`src/rtl/hpc_csr_bank.sv`:
```
// Avalon-MM control/status register bank for the HPC bridge, with byte enables and an error counter.
// Define HPC_SNAPSHOT_EN to make a read of the first status word latch a coherent copy of all status words.
module hpc_csr_bank #(
    parameter int          SYS_VERSION = 20,
    parameter int          NUM_CTRL    = 2,
    parameter int          NUM_STAT    = 4,
    parameter int          ADDR_W      = 6,
    parameter logic [31:0] PULSE_MASK  = 32'h0000_0001
) (
    input  logic                     clk,
    input  logic                     reset,
    input  logic [ADDR_W-1:0]        slave_address,
    input  logic                     slave_read,
    input  logic                     slave_write,
    input  logic [3:0]               slave_byteenable,
    input  logic [31:0]              slave_writedata,
    output logic [31:0]              slave_readdata,
    output logic                     slave_readdatavalid,
    output logic [NUM_CTRL*32-1:0]   o_ctrl,
    input  logic [NUM_STAT*32-1:0]   i_stat
);
    localparam logic [31:0] STAT_BASE = 32'(NUM_CTRL);
    localparam logic [31:0] VER_IDX   = 32'(NUM_CTRL + NUM_STAT);
    localparam logic [31:0] ERR_IDX   = 32'(NUM_CTRL + NUM_STAT + 1);

    logic [31:0] idx;
    logic        rd_acc;
    logic        wr_acc;
    logic        err;
    logic        cnt_clr;
    logic [31:0] lane_mask;
    logic        addr_lsb_unused;

    logic [31:0] ctrl_q [NUM_CTRL];
    logic [31:0] ctrl_d [NUM_CTRL];
    logic [31:0] stat_rd [NUM_STAT];
    logic [31:0] readdata_q, readdata_d;
    logic        valid_q, valid_d;
    logic [15:0] cnt_q, cnt_d;

    assign idx             = 32'(slave_address[ADDR_W-1:2]);
    assign addr_lsb_unused = ^slave_address[1:0];
    assign rd_acc          = slave_read & ~slave_write;
    assign wr_acc          = slave_write & ~slave_read;
    assign lane_mask       = {{8{slave_byteenable[3]}}, {8{slave_byteenable[2]}},
                              {8{slave_byteenable[1]}}, {8{slave_byteenable[0]}}};
    assign cnt_clr         = wr_acc && (idx == ERR_IDX);

    for (genvar g = 0; g < NUM_CTRL; g++) begin : g_ctrl_out
        assign o_ctrl[32*g +: 32] = ctrl_q[g];
    end

`ifdef HPC_SNAPSHOT_EN
    logic [31:0] shadow_q [NUM_STAT];
    logic [31:0] shadow_d [NUM_STAT];

    // Reading the first status word freezes every status word for the follow-up reads.
    always_comb begin
        for (int s = 0; s < NUM_STAT; s++) begin
            shadow_d[s] = shadow_q[s];
            stat_rd[s]  = (s == 0) ? i_stat[31:0] : shadow_q[s];
        end
        if (rd_acc && idx == STAT_BASE) begin
            for (int s = 0; s < NUM_STAT; s++) begin
                shadow_d[s] = i_stat[32*s +: 32];
            end
        end
    end

    always_ff @(posedge clk or posedge reset) begin
        if (reset) begin
            for (int s = 0; s < NUM_STAT; s++) begin
                shadow_q[s] <= 32'h0;
            end
        end else begin
            for (int s = 0; s < NUM_STAT; s++) begin
                shadow_q[s] <= shadow_d[s];
            end
        end
    end
`else
    always_comb begin
        for (int s = 0; s < NUM_STAT; s++) begin
            stat_rd[s] = i_stat[32*s +: 32];
        end
    end
`endif

    // Pulse bits drop every cycle unless this cycle's write sets them again.
    always_comb begin
        for (int k = 0; k < NUM_CTRL; k++) begin
            ctrl_d[k] = ctrl_q[k];
        end
        ctrl_d[0] = ctrl_q[0] & ~PULSE_MASK;
        if (wr_acc) begin
            for (int k = 0; k < NUM_CTRL; k++) begin
                if (idx == 32'(k)) begin
                    ctrl_d[k] = (ctrl_d[k] & ~lane_mask) | (slave_writedata & lane_mask);
                end
            end
        end
    end

    always_comb begin
        readdata_d = readdata_q;
        valid_d    = rd_acc;
        if (rd_acc) begin
            readdata_d = 32'h0;
            for (int k = 0; k < NUM_CTRL; k++) begin
                if (idx == 32'(k)) readdata_d = ctrl_q[k];
            end
            for (int s = 0; s < NUM_STAT; s++) begin
                if (idx == STAT_BASE + 32'(s)) readdata_d = stat_rd[s];
            end
            if (idx == VER_IDX) readdata_d = 32'(SYS_VERSION);
            if (idx == ERR_IDX) readdata_d = {16'h0, cnt_q};
        end
    end

    always_comb begin
        err = slave_read & slave_write;
        if (wr_acc && idx >= STAT_BASE && idx != ERR_IDX) err = 1'b1;
        if (rd_acc && idx > ERR_IDX) err = 1'b1;
        cnt_d = cnt_q;
        if (cnt_clr) begin
            cnt_d = err ? 16'h1 : 16'h0;
        end else if (err && cnt_q != 16'hFFFF) begin
            cnt_d = cnt_q + 16'h1;
        end
    end

    always_ff @(posedge clk or posedge reset) begin
        if (reset) begin
            for (int k = 0; k < NUM_CTRL; k++) begin
                ctrl_q[k] <= 32'h0;
            end
            readdata_q <= 32'h0;
            valid_q    <= 1'b0;
            cnt_q      <= 16'h0;
        end else begin
            for (int k = 0; k < NUM_CTRL; k++) begin
                ctrl_q[k] <= ctrl_d[k];
            end
            readdata_q <= readdata_d;
            valid_q    <= valid_d;
            cnt_q      <= cnt_d;
        end
    end

    assign slave_readdata      = readdata_q;
    assign slave_readdatavalid = valid_q;
endmodule
```
`config.mk`:
```
export PLATFORM = sky130hd
export DESIGN_NAME = hpc_csr_bank
export DESIGN_NICKNAME = d
export VERILOG_FILES = /design/src/rtl/hpc_csr_bank.sv
export SDC_FILE = /design/constraint.sdc
export NUM_CORES = 1
export LEC_CHECK = 0
export ABC_AREA = 1
export ABC_CLOCK_PERIOD_IN_PS = 4800
export BUFFER_PORTS_ARGS = -buffer_cell sky130_fd_sc_hd__buf_4
export CORE_ASPECT_RATIO = 2
export CORE_MARGIN = 2
export CORE_UTILIZATION = 30
export DETAILED_ROUTE_END_ITERATION = 12
export HOLD_SLACK_MARGIN = 0.12
export PLACE_DENSITY_LB_ADDON = 0.05
export SKIP_CTS_REPAIR_TIMING = 1
export SLEW_MARGIN = 15
export SYNTH_ARGS = -nofsm -noshare
export SYNTH_HDL_FRONTEND = slang
export SYNTH_SLANG_ARGS = --single-unit
```
`constraint.sdc`:
```
create_clock -name clk -period 4.8 [get_ports clk]
set_input_delay 0.48 -clock clk [delete_from_list [all_inputs] [get_ports clk]]
set_output_delay 0.48 -clock clk [all_outputs]
set_load 0.02 [all_outputs]
```
==> out/metrics.cfg <==
[outcome]
outcome = complete, no violations

[pwr]
clkPwrFrac_pct = 39.4
p_sw_share_pct = 31.1
p_leak_nw = 5.15
power_frac_seq_pct = 36.9
comb_power_share_pct = 23.7
max-vdd-ir-drop_uv = 188
pwr_density_cell_nw_per_um2 = 345
p_sw_mw = 1.01
p_total_mw = 3.25
p_int_mw = 2.24

[sta]
setup_viol = 0
setup_slack_ps = 2090
timing.final.crit_share_pct = 56.6
hold_viol = 0
worstMarginPinSlew_ps = 948
fin_skew_ps = 4.68
period_needed_ps = 2710
slew_headroom_pct = 36.8
tns_ps = 0
finalMaxSlewViolations = 0
rsz0062_at_grt = false
max_freq_mhz = 368

[drt]
drt_iter0_markers = 346
drt.antenna.violating_nets = 0
via_count = 7130
wl_per_cell_um = 17.0
via_per_inst = 4.69
first_pass_iters = 5
route.detailed.drc = 0
wl_mm = 25.9

[floorplanning]
dieArea_um2 = 23500
die_width_um = 109
io_pins = 271
core_um2 = 22000
start_util_pct = 30.4
chipHeight_um = 215
core.rowCount = 77

[setup_path]
regToRegSetupSlack_ps = 2930
worstSetupStartpointType = input pin
max_stage_delay_ps = 600
r2r_end = cnt_q[11]
required_ps = 5080
worstPathArrival_ps = 2990
r2r_cells = 9
critPathMaxFanout = 69
critical-path-top-delay-family = simple AND/OR/NAND/NOR gates
path_buf_inv = 2
cp_cell_sequence = buf_4 > inv_1 > nor2_4 > nand2_2 > nor2_4 > nand2_1 > nand2_1 > o21ai_0
critPathKind = input pin to flip-flop
crit_slowest_cell = buf_4
r2r-start = cnt_q[1]
end_kind = flip-flop

[global_route]
grt_usage_pct = 22.3
grt_max_degree = 74
grt_pass1_vias = 6931
grt-ovfl-total = 0
grt_pass1_wl_mm = 39.1
antenna_found_initial = 0

[placed_design]
gp_congestion = 0.916
placed_area_um2 = 8850
hpwl_mm = 19.8
port-buffer-count = 268
place_ws_ps = 1580

[clock_network]
clk_latency_ps = 420
clockRootBuffer = clkbuf_16
htreeDepth = 4
cts_tree = done
cts_buffer_depth = 2
clock_sinks = 113
cts_buffers = 17
clk_pin_slew_ps = 60

[logic_synthesis]
ys_ff_latch = 113
synth_compound_area_share_pct = 12.4
yosysWarnings = 0
yosys.area_share.simple_pct = 35.0
synth_cell_types = 31
syn_area_per_cell_um2 = 6.79
synth_area_um2 = 6670
synth-xor-area-share_pct = 1.31
syn_nets = 1158
synth_seq_area_share_pct = 42.4
synth_top_family_by_area = simple AND/OR/NAND/NOR gates
syn_inst = 983
yosys.area_share.adder_pct = 0.188
muxShareOfSynthArea_pct = 0

[layout]
final_common_cell = nand2_1
drive_gt1_share_pct = 27.0
fin_area_um2 = 9440
nets = 1405
diodes = 0
most-common-layout-cells = nand2_1 (342), buf_4 (273), nor2_1 (141)
n_fill_cell = 2389
area_growth_pct = 41.5

[worst_hold_path]
hold_class = input pin to asynchronous set/reset pin

[flow_run]
drv_cap = 0

[area by class of cell]
cell class	count	area, um2	share of cell area [%]
Multi-Input combinational cell	729	3270	34.6
Sequential cell	113	2830	29.9
Timing Repair Buffer	273	2050	21.7
Clock buffer	21	450	4.77
Inverter	96	365	3.87
Tap cell	276	345	3.66
Clock inverter	11	138	1.46
[cells in the mapped netlist]
master,n,share of area (%)
buf_4,2,0.22
clkinv_1,1,0.056
buf_6,3,0.51
nand3_2,1,0.15
clkbuf_1,21,1.2
nor3_2,2,0.30
xnor2_1,1,0.13
inv_4,1,0.094
nand3_1,33,2.5
buf_1,2,0.11
o211ai_1,23,2.6
nand2_1,342,19
ha_1,1,0.19
nand2_4,1,0.17
o21ai_1,4,0.30
nor2_4,4,0.67
nor4_4,1,0.32
clkbuf_2,1,0.075
nor2_1,143,8.0
or2_2,14,1.3
nand3b_1,7,0.79
xor2_1,9,1.2
inv_1,91,5.1
buf_2,16,1.2
a21oi_1,27,2.0
dfrtp_1,113,42
o21ai_0,100,7.5
and2_1,1,0.094
inv_2,3,0.17
nand4_1,11,1.0
nand2_2,4,0.37
[worst max-delay path by stage]
stage                                 from  depth (start not counted)  slack [ps]                    endpoint
final                     slave_address[2]                          8        2090                   flip-flop
after global routing      slave_address[2]                          8        1820                   flip-flop
after CTS                 slave_address[2]                          8        2020                   flip-flop
after detailed placement  slave_address[2]                          8        1580                   flip-flop
after global placement    slave_address[2]                          8        1590                   flip-flop
after floorplan                      reset                          1        1330  asynchronous set/reset pin
[per-stage QoR]
step | hold WS, ps | util (%) | std cells
after detailed placement | 466 | 40.3 | 1487
after CTS | 293 | 43.0 | 1519
final | 259 | 43.0 | 1519
after floorplan | 491 | - | 983
after global routing | 324 | 43.0 | 1519
after global placement | 466 | 40.3 | 1487
[logic make-up after synthesis]
group	Yosys count
AO/OA/AOI/OAI	154
AND/OR/NAND/NOR	564
flip-flops	113
buffers and inverters	141
XOR/XNOR	10
adder cells (fa/ha/maj)	1
[power groups by stage]
stage | Clock [mW] | Sequential [mW] | Combinational (mW)
after floorplan | 0 | 1.31 | 0.286
after global routing | 1.35 | 1.22 | 0.850
after CTS | 1.31 | 1.20 | 0.781
after global placement | 0 | 1.22 | 0.774
final | 1.28 | 1.20 | 0.771
after detailed placement | 0 | 1.22 | 0.779
[metal layers]
metal	track usage, %	wire length, um	vias to the layer above
li1	-	-	3590
met1	26.3	9970	3296
met2	39.4	13900	209
met3	4.12	1340	35
met4	7.89	705	0
met5	0	0	-
(Power assumes the default switching activity.)
